### src/rtl/countdown_display_mux.sv
`default_nettype none
// ============================================================================
//  Module      : countdown_display_mux
//  Description : Display side of the countdown timer. Captures binary
//                hour/minute/second on a load strobe, converts each field to
//                BCD by repeated subtraction (one step per clock), then drives
//                a 6-digit multiplexed 7-segment display (HH MM SS) with
//                optional leading-zero blanking and blinking when finished.
//  Revision    : 1.0  initial release
// ----------------------------------------------------------------------------
//  Ports
//    clk       in   1  system clock
//    reset     in   1  synchronous, active-high reset
//    load      in   1  one-cycle strobe, captures hour/minute/second when idle
//    hour      in   6  binary hours   0..63
//    minute    in   6  binary minutes 0..63
//    second    in   6  binary seconds 0..63
//    finished  in   1  countdown reached zero
//    blink_en  in   1  enable blinking while finished=1
//    busy      out  1  BCD conversion in progress
//    seg       out  7  segments {g,f,e,d,c,b,a}, registered
//    dig_en    out  6  digit enables, bit0=sec units .. bit5=hour tens, registered
// ============================================================================
module countdown_display_mux #(
  parameter int SCAN_DIV         = 50000,
  parameter int BLINK_DIV        = 25000000,
  parameter bit SEG_ACTIVE_LOW   = 1'b0,
  parameter bit DIGIT_ACTIVE_LOW = 1'b0,
  parameter bit LZB              = 1'b1
) (
  input  logic       clk,
  input  logic       reset,
  input  logic       load,
  input  logic [5:0] hour,
  input  logic [5:0] minute,
  input  logic [5:0] second,
  input  logic       finished,
  input  logic       blink_en,
  output logic       busy,
  output logic [6:0] seg,
  output logic [5:0] dig_en
);

  localparam int c_SCAN_W  = $clog2(SCAN_DIV);
  localparam int c_BLINK_W = $clog2(BLINK_DIV);
  localparam logic [c_SCAN_W-1:0]  c_SCAN_LAST  = c_SCAN_W'(SCAN_DIV - 1);
  localparam logic [c_BLINK_W-1:0] c_BLINK_LAST = c_BLINK_W'(BLINK_DIV - 1);
  localparam logic [6:0] c_SEG_INV = {7{SEG_ACTIVE_LOW}};
  localparam logic [5:0] c_DIG_INV = {6{DIGIT_ACTIVE_LOW}};

  typedef enum logic [2:0] {
    ST_IDLE   = 3'd0,
    ST_CONV_S = 3'd1,
    ST_CONV_M = 3'd2,
    ST_CONV_H = 3'd3,
    ST_COMMIT = 3'd4
  } state_t;

  state_t r_state, w_state_nxt;

  // Conversion working registers and BCD results
  logic [5:0] r_work_s, r_work_m, r_work_h;
  logic [3:0] r_ten_s, r_ten_m, r_ten_h;
  logic [3:0] r_one_s, r_one_m, r_one_h;

  // Display registers, updated atomically in COMMIT
  logic [3:0] r_disp_s1, r_disp_s10, r_disp_m1, r_disp_m10, r_disp_h1, r_disp_h10;

  // Scan / blink
  logic [c_SCAN_W-1:0]  r_scan_cnt;
  logic [2:0]           r_idx;
  logic [c_BLINK_W-1:0] r_blink_cnt;
  logic                 r_phase_on;

  // Output registers
  logic [6:0] r_seg;
  logic [5:0] r_dig_en;

  logic [3:0] w_digit;
  logic [6:0] w_seg_dec;
  logic       w_blank;
  logic [6:0] w_seg_act;
  logic [5:0] w_dig_act;

  // --------------------------------------------------------------------------
  // Conversion FSM
  // --------------------------------------------------------------------------
  always_ff @(posedge clk) begin
    if (reset) r_state <= ST_IDLE;
    else       r_state <= w_state_nxt;
  end

  always_comb begin
    w_state_nxt = r_state;
    case (r_state)
      ST_IDLE:   if (load)              w_state_nxt = ST_CONV_S;
      ST_CONV_S: if (r_work_s < 6'd10)  w_state_nxt = ST_CONV_M;
      ST_CONV_M: if (r_work_m < 6'd10)  w_state_nxt = ST_CONV_H;
      ST_CONV_H: if (r_work_h < 6'd10)  w_state_nxt = ST_COMMIT;
      ST_COMMIT:                        w_state_nxt = ST_IDLE;
      default:                          w_state_nxt = ST_IDLE;
    endcase
  end

  always_ff @(posedge clk) begin
    if (reset) begin
      r_work_s <= '0; r_work_m <= '0; r_work_h <= '0;
      r_ten_s  <= '0; r_ten_m  <= '0; r_ten_h  <= '0;
      r_one_s  <= '0; r_one_m  <= '0; r_one_h  <= '0;
      r_disp_s1 <= '0; r_disp_s10 <= '0;
      r_disp_m1 <= '0; r_disp_m10 <= '0;
      r_disp_h1 <= '0; r_disp_h10 <= '0;
    end else begin
      case (r_state)
        ST_IDLE: begin
          if (load) begin
            r_work_s <= second; r_work_m <= minute; r_work_h <= hour;
            r_ten_s  <= '0;     r_ten_m  <= '0;     r_ten_h  <= '0;
          end
        end
        ST_CONV_S: begin
          if (r_work_s >= 6'd10) begin
            r_work_s <= r_work_s - 6'd10;
            r_ten_s  <= r_ten_s + 4'd1;
          end else begin
            r_one_s  <= r_work_s[3:0];
          end
        end
        ST_CONV_M: begin
          if (r_work_m >= 6'd10) begin
            r_work_m <= r_work_m - 6'd10;
            r_ten_m  <= r_ten_m + 4'd1;
          end else begin
            r_one_m  <= r_work_m[3:0];
          end
        end
        ST_CONV_H: begin
          if (r_work_h >= 6'd10) begin
            r_work_h <= r_work_h - 6'd10;
            r_ten_h  <= r_ten_h + 4'd1;
          end else begin
            r_one_h  <= r_work_h[3:0];
          end
        end
        ST_COMMIT: begin
          r_disp_s1 <= r_one_s; r_disp_s10 <= r_ten_s;
          r_disp_m1 <= r_one_m; r_disp_m10 <= r_ten_m;
          r_disp_h1 <= r_one_h; r_disp_h10 <= r_ten_h;
        end
        default: ;
      endcase
    end
  end

  assign busy = (r_state != ST_IDLE);

  // --------------------------------------------------------------------------
  // Digit scan
  // --------------------------------------------------------------------------
  always_ff @(posedge clk) begin
    if (reset) begin
      r_scan_cnt <= '0;
      r_idx      <= '0;
    end else if (r_scan_cnt == c_SCAN_LAST) begin
      r_scan_cnt <= '0;
      r_idx      <= (r_idx == 3'd5) ? 3'd0 : r_idx + 3'd1;
    end else begin
      r_scan_cnt <= r_scan_cnt + 1'b1;
    end
  end

  // --------------------------------------------------------------------------
  // Blink: only runs while finished and enabled; otherwise held lit and cleared
  // so each new blink episode starts with a full lit half-period.
  // --------------------------------------------------------------------------
  always_ff @(posedge clk) begin
    if (reset || !(finished && blink_en)) begin
      r_blink_cnt <= '0;
      r_phase_on  <= 1'b1;
    end else if (r_blink_cnt == c_BLINK_LAST) begin
      r_blink_cnt <= '0;
      r_phase_on  <= ~r_phase_on;
    end else begin
      r_blink_cnt <= r_blink_cnt + 1'b1;
    end
  end

  // --------------------------------------------------------------------------
  // Digit select, decode and blanking
  // --------------------------------------------------------------------------
  always_comb begin
    w_digit = 4'd0;
    case (r_idx)
      3'd0:    w_digit = r_disp_s1;
      3'd1:    w_digit = r_disp_s10;
      3'd2:    w_digit = r_disp_m1;
      3'd3:    w_digit = r_disp_m10;
      3'd4:    w_digit = r_disp_h1;
      default: w_digit = r_disp_h10;
    endcase
  end

  always_comb begin
    w_seg_dec = 7'h00;
    case (w_digit)
      4'd0: w_seg_dec = 7'h3F;
      4'd1: w_seg_dec = 7'h06;
      4'd2: w_seg_dec = 7'h5B;
      4'd3: w_seg_dec = 7'h4F;
      4'd4: w_seg_dec = 7'h66;
      4'd5: w_seg_dec = 7'h6D;
      4'd6: w_seg_dec = 7'h7D;
      4'd7: w_seg_dec = 7'h07;
      4'd8: w_seg_dec = 7'h7F;
      4'd9: w_seg_dec = 7'h6F;
      default: w_seg_dec = 7'h00;
    endcase
  end

  always_comb begin
    w_blank   = (finished && blink_en && !r_phase_on) ||
                (LZB && (r_idx == 3'd5) && (r_disp_h10 == 4'd0));
    w_seg_act = w_blank ? 7'h00 : w_seg_dec;
    w_dig_act = w_blank ? 6'h00 : (6'b000001 << r_idx);
  end

  // Polarity is applied only here, at the pin-facing registers
  always_ff @(posedge clk) begin
    if (reset) begin
      r_seg    <= c_SEG_INV;
      r_dig_en <= c_DIG_INV;
    end else begin
      r_seg    <= w_seg_act ^ c_SEG_INV;
      r_dig_en <= w_dig_act ^ c_DIG_INV;
    end
  end

  assign seg    = r_seg;
  assign dig_en = r_dig_en;

endmodule
`default_nettype wire

### config.mk
export PLATFORM = sky130hd
export DESIGN_NAME = countdown_display_mux
export DESIGN_NICKNAME = d
export VERILOG_FILES = /design/src/rtl/countdown_display_mux.sv
export SDC_FILE = /design/constraint.sdc
export NUM_CORES = 1
export LEC_CHECK = 0
export ABC_CLOCK_PERIOD_IN_PS = 3600
export BUFFER_PORTS_ARGS = -buffer_cell sky130_fd_sc_hd__buf_2
export CAP_MARGIN = 20
export CORE_ASPECT_RATIO = 1.75
export CORE_MARGIN = 5
export CORE_UTILIZATION = 65
export CTS_CLUSTER_SIZE = 25
export DETAILED_ROUTE_END_ITERATION = 6
export HOLD_SLACK_MARGIN = 0.08
export PLACE_DENSITY_LB_ADDON = 0.3
export SYNTH_ARGS = -nofsm -noshare
export SYNTH_HDL_FRONTEND = slang
export SYNTH_SLANG_ARGS = --single-unit
### constraint.sdc
create_clock -name clk -period 3.6 [get_ports clk]
set_input_delay 0.36 -clock clk [delete_from_list [all_inputs] [get_ports clk]]
set_output_delay 0.36 -clock clk [all_outputs]
set_load 0.03 [all_outputs]
==> results.py, run 1 <==
metrics = {
    "critical_path": {
        "crit_arrival_ps": 2910,
        "critPathMaxStageDelay_ps": 620,
        "criticalPathCategory": "register to register",
        "crit_path_end_kind": "register",
        "worstPathMaxFanout": 16,
        "critPathLaunchType": "register",
        "critical_path.cell_chain": "inv_1 -> ha_1 -> nand2b_1 -> o311ai_0 -> and2_1 -> inv_1 -> ha_1 -> and3_1 -> o31a_1",
        "slowest_stage": "dfxtp_1",
        "critPathRequiredTime_ps": 3900,
    },
    "timing": {
        "maxSlewHeadroom": 0.2900,
        "setup_viol": 0,
        "skew_ps": 6.453,
        "period_needed_ps": 2610,
        "drv_slew": 0,
        "rsz0062_at_grt": "false",
        "setup_tns_ps": 0,
        "max_freq_mhz": 383.1,
        "worst_pin_slew_ps": 1055,
        "fin_crit_sh": 0.7251,
        "hold_violations": 0,
    },
    "synth": {
        "postSynthCellCount": 685,
        "async_reset_ff_frac": 0,
        "ys_top_cells_by_area": "dfxtp_1 44%, nand2_1 6.7%, a21oi_1 5.5%",
        "synthesis.area_um2": 5725,
        "yosysSeqAreaShare": 0.4441,
        "synth_edf_count": 0,
        "synth_cell_types": 58,
        "synth_top_area_cell": "dfxtp_1",
        "synth_area_per_cell_um2": 8.358,
        "synth_seq_cells": 127,
        "synth_top_cell_area_share": 0.4441,
        "yosys_warnings": 0,
        "synth_nets": 723,
        "yosys_most_used_dff": "dfxtp_1",
    },
    "layout": {
        "area_delta_synth_final_pct": 13.35,
        "antennaDiodeCount": 0,
        "fin_area_um2": 6490,
        "multiInputGateArea_um2": 2958,
        "fin_nets": 749,
        "final_common_cell": "dfxtp_1",
        "register_area_um2": 2542,
        "drive_gt1_frac": 0.1107,
        "layout_common_cells": "127 x dfxtp_1, 102 x nand2_1, 84 x nor2_1, 63 x a21oi_1, 36 x buf_2",
        "n_fill_cell": 667,
    },
    "floorplan": {
        "start_util": 0.6603,
        "die_area_um2": 10860,
        "core_area_um2": 8671,
        "num_rows": 45,
        "die_w_um": 80.95,
        "io_pins": 37,
        "fp.dieH_um": 134.2,
    },
    "route": {
        "drtIter0Drc": 280,
        "via_per_inst": 5.819,
        "first_pass_iters": 5,
        "vias": 4888,
        "wl_per_cell_um": 15.66,
        "ant_nets": 0,
        "drc": 0,
        "wl_um": 13150,
    },
    "min_path": {
        "hold_path_class": "primary input to register",
    },
    "flow_run": {
        "maxCapViolations": 0,
    },
    "clocking": {
        "cts-root-buf": "clkbuf_16",
        "cts_made_buffers": 17,
        "post_cts_buffers": 0,
        "clk_pin_slew_worst_paths_ps": 50,
        "post_cts_resize_count": 0,
        "cts.path.max_buffers": 2,
        "cts.sinks": 127,
        "tritoncts": "built",
        "hold_buffers": 0,
        "clk-insertion-delay-late_ps": 410,
        "htreeDepth": 4,
    },
    "global_routing": {
        "overflow": 0,
        "grt_max_degree": 50,
        "grt_first_pass_wirelength_um": 22280,
        "grt_pass1_vias": 4968,
        "track_usage": 0.2621,
        "antenna_found_initial": 0,
    },
    "power": {
        "p_leak_nw": 2.403,
        "power.density_nw_per_um2": 576.2,
        "worst_ir_drop_vdd_mv": 0.4101,
    },
    "placement": {
        "gp_congestion": 0.8630,
        "hpwl_um": 9169,
        "post_dp_cell_area_um2": 5932,
        "port_buffers": 36,
    },
    "outcome": {
        "status": "finished clean",
    },
}
## cell type report
| cell class | instances | area share |
|---|---|---|
| Sequential cell | 127 | 0.3917 |
| Inverter | 22 | 0.01272 |
| Multi-Input combinational cell | 503 | 0.4558 |
| Tap cell | 117 | 0.02256 |
| Clock inverter | 10 | 0.01388 |
| Timing Repair Buffer | 40 | 0.03239 |
| Clock buffer | 21 | 0.07095 |
## logic make-up (layout without fill, tap and decap cells)
kind of cell	after synthesis	after routing	share of synthesized area
and+or+nand+nor	297	297	0.2485
AOI/OAI and AO/OA	132	132	0.1416
DFF	127	127	0.4441
buffers and inverters	55	93	0.03934
xor gates and xnor gates	45	45	0.06884
adders and majority gates	16	16	0.03453
muxes	13	13	0.02316
## final timing paths
kind	startpoint	endpoint	slack [ps]	cells after the start
max reg2reg	r_idx[2]	seg[4]	990	9
min	minute[0]	r_work_m[0]	200	3
min reg2reg	r_blink_cnt[0]	r_blink_cnt[0]	440	1
max	r_idx[2]	seg[4]	990	9
## sequential cells by signal, summed over array words and instances (netlist names), 6 cells and up
signal and flops:
r_work_s 6, seg 7, r_work_m 6, r_blink_cnt 25, r_work_h 6, dig_en 6
r_scan_cnt 16
## critical path, delay by kind of cell, from the launching register on
kind                     cells  cell delay [ps]
adder cells (fa/ha/maj)      2              530
buffers and inverters        2              330
flip-flops                   1              620
AO/OA/AOI/OAI                2              400
AND/OR/NAND/NOR              3              600
## metal layers
| metal | share of wire | GRT usage |
|---|---|---|
| met4 | 0.048 | 0.1457 |
| met5 | 0 | 0 |
| met2 | 0.55 | 0.4881 |
| met1 | 0.36 | 0.2439 |
| met3 | 0.036 | 0.07728 |
## synth_stat cells, drive strengths merged (5+ instances only)
cell	number
a211oi	11
a21oi	63
and2	14
and3	9
clkbuf	30
dfxtp	127
ha	15
inv	22
mux2i	11
nand2	102
nand2b	5
nand3	22
nand3b	5
nand4	10
nor2	84
nor3	8
nor4	9
o21a	6
o21ai	15
o31ai	11
or3	7
xnor2	20
xor2	25
## power by group
group / switching (mW) / internal (mW) / leakage, nW
Clock: 0.606 / 0.977 / 0.265
Sequential: 0.0869 / 1.49 / 1.03
Combinational: 0.386 / 0.196 / 1.11
Total: 1.08 / 2.66 / 2.40
## metrics by stage
| step | utilization | power, mW | setup slack (ps) | instances | hold slack [ps] |
|---|---|---|---|---|---|
| 4_1_cts | 0.7476 | 3.750 | 1033 | 839 | 186.5 |
| 6_report | 0.7485 | 3.740 | 989.7 | 840 | 197.2 |
| 3_5_place_dp | 0.6841 | 2.169 | 1058 | 808 | 435.1 |
| 2_1_floorplan | - | 2.023 | 1130 | 685 | 417.5 |
| 5_1_grt | 0.7485 | 3.892 | 788.1 | 840 | 198.7 |
| 3_3_place_gp | 0.6841 | 2.138 | 1169 | 808 | 427.2 |
No activity file was read; power rests on OpenSTA's default activity.
==> run 2, diff against run 1 <==
--- a/config.mk
+++ b/config.mk
@@ -5,12 +5,12 @@
 export SDC_FILE = /design/constraint.sdc
 export NUM_CORES = 1
 export LEC_CHECK = 0
-export ABC_CLOCK_PERIOD_IN_PS = 3600
+export ABC_CLOCK_PERIOD_IN_PS = 2600
 export BUFFER_PORTS_ARGS = -buffer_cell sky130_fd_sc_hd__buf_2
 export CAP_MARGIN = 20
 export CORE_ASPECT_RATIO = 1.75
 export CORE_MARGIN = 5
-export CORE_UTILIZATION = 65
+export CORE_UTILIZATION = 60
 export CTS_CLUSTER_SIZE = 25
 export DETAILED_ROUTE_END_ITERATION = 6
 export HOLD_SLACK_MARGIN = 0.08
==> constraint.sdc (replaced) <==
create_clock -name clk -period 2.6 [get_ports clk]
set_input_delay 0.26 -clock clk [delete_from_list [all_inputs] [get_ports clk]]
set_output_delay 0.26 -clock clk [all_outputs]
set_load 0.03 [all_outputs]
==> run 2 against run 1 <==
Against the previous run: cell area rose by 1.0%; critical path type unchanged; power rose by 39%; critical path depth fell by 4; first-iteration DRC count fell by 8.9%; register-to-register slack got worse by 790 ps; sequential cell count did not move; maximum frequency rose by 8.9%; clock skew rose by 1.6 ps; utilization fell by 5.2 points; non-clock buffer count rose by 6; combinational power rose by 39%; critical endpoint is now r_blink_cnt[2].
==> results.py, run 2 (synthesized netlist as in run 1, its figures left out) <==
metrics = {
    "critical_path": {
        "critical_path.cell_chain": "or4b_1 -> or4_1 -> nor4_2 -> or3_2 -> nor2_1",
        "slowest_stage": "or4b_1",
        "criticalPathCategory": "register to register",
        "crit_path_end_kind": "register",
        "worstPathMaxFanout": 25,
        "crit_arrival_ps": 2680,
        "critPathRequiredTime_ps": 2890,
        "critPathLaunchType": "register",
        "critPathMaxStageDelay_ps": 520,
    },
    "outcome": {
        "status": "finished clean",
    },
    "layout": {
        "drive_gt1_frac": 0.1205,
        "largest_reg_flops": 25,
        "layout_common_cells": "127 x dfxtp_1, 102 x nand2_1, 84 x nor2_1, 63 x a21oi_1, 36 x buf_2",
        "antennaDiodeCount": 0,
        "fin_nets": 755,
        "final_common_cell": "dfxtp_1",
        "regMostFlops": "r_blink_cnt",
        "area_delta_synth_final_pct": 14.53,
    },
    "floorplan": {
        "die_area_um2": 11670,
        "die_w_um": 83.85,
        "num_rows": 47,
        "io_pins": 37,
        "core_area_um2": 9409,
        "start_util": 0.6085,
        "fp.dieH_um": 139.2,
    },
    "timing": {
        "maxSlewHeadroom": 0.4809,
        "skew_ps": 8.038,
        "setup_viol": 0,
        "hold_violations": 0,
        "setup_tns_ps": 0,
        "holdWs_ps": 98.81,
        "period_needed_ps": 2398,
        "rsz0062_at_grt": "false",
        "drv_slew": 0,
        "fin_crit_sh": 0.9222,
        "max_freq_mhz": 417.1,
        "worst_pin_slew_ps": 778.6,
    },
    "flow_run": {
        "maxCapViolations": 0,
    },
    "clocking": {
        "hold_buffers": 1,
        "cts-root-buf": "clkbuf_16",
        "htreeDepth": 4,
        "tritoncts": "built",
        "cts_made_buffers": 17,
        "post_cts_resize_count": 0,
        "cts.sinks": 127,
        "clk_pin_slew_worst_paths_ps": 60,
        "clk-insertion-delay-late_ps": 420,
        "cts.path.max_buffers": 2,
        "post_cts_buffers": 0,
    },
    "route": {
        "drc": 0,
        "vias": 4897,
        "ant_nets": 0,
        "drtIter0Drc": 255,
        "via_per_inst": 5.748,
        "wl_um": 12940,
        "wl_per_cell_um": 15.19,
        "first_pass_iters": 4,
    },
    "global_routing": {
        "antenna_found_initial": 0,
        "grt_max_degree": 69,
        "overflow": 0,
        "track_usage": 0.2280,
        "grt_first_pass_wirelength_um": 21750,
        "grt_pass1_vias": 4926,
    },
    "placement": {
        "port_buffers": 36,
        "hpwl_um": 9138,
        "gp_congestion": 0.8805,
    },
    "power": {
        "worst_ir_drop_vdd_mv": 0.6193,
        "power.density_nw_per_um2": 795.2,
        "p_leak_nw": 2.421,
    },
    "min_path": {
        "hold_path_class": "primary input to register",
    },
}
[run 2: changes by cell type in the layout (fill, tap and decap cells not counted)]
cell / change
buf_4: +6
clkinvlp_4: +5
clkinv_2: -3
inv_6: +3
clkbuf_1: -2
clkbuf_8: -2
clkbuf_4: -1
dlygate4sd3_1: +1
[run 2: critical path, delay by kind of cell, from the launching register on]
family,cells,cell delay (ps)
AND/OR/NAND/NOR,5,1950
flip-flops,1,320
[run 2: metal layers]
metal / routed length, um / up-vias / global-route usage
met5: 0 / - / 0
met1: 4796 / 2336 / 0.2204
li1: - / 2425 / -
met2: 7240 / 98 / 0.4310
met3: 402 / 38 / 0.05441
met4: 503 / 0 / 0.1288
[run 2: stage by stage]
stage               std cells  instance area, um2  setup slack, ps    util  power, mW
floorplan                 685                5725            130.1       -      2.801
global placement          819                5983            281.2  0.6359      2.977
CTS                       852                6558            194.0  0.6969      5.230
global route              852                6558            74.76  0.6969      5.454
finish                    852                6558            202.3  0.6969      5.215
detailed placement        819                5983            219.0  0.6359      3.019
[run 2: path summary, 6_finish.rpt]
check	from	end	slack, ps	depth (start not counted)
setup / recovery	r_blink_cnt[6]	r_blink_cnt[2]	200	5
hold / removal	hour[0]	r_work_h[0]	100	3
setup reg to reg	r_blink_cnt[6]	r_blink_cnt[2]	200	5
hold reg to reg	r_blink_cnt[0]	r_blink_cnt[0]	450	1
[run 2: where the power goes]
group	internal, mW	switching (mW)	total, mW
clock	1.32	0.898	2.22
sequential	2.06	0.127	2.19
combinational	0.284	0.527	0.811
total	3.66	1.55	5.21
[run 2: layout make-up]
type / instances / area [um2]
clock inverters: 15 / 138.9
clock buffers: 17 / 425.4
well taps: 122 / 152.6
repair buffers: 46 / 257.7
multi-input cells: 503 / 2958
inverters: 22 / 82.58
flip-flops and latches: 127 / 2542
fillers: 764 / 2851
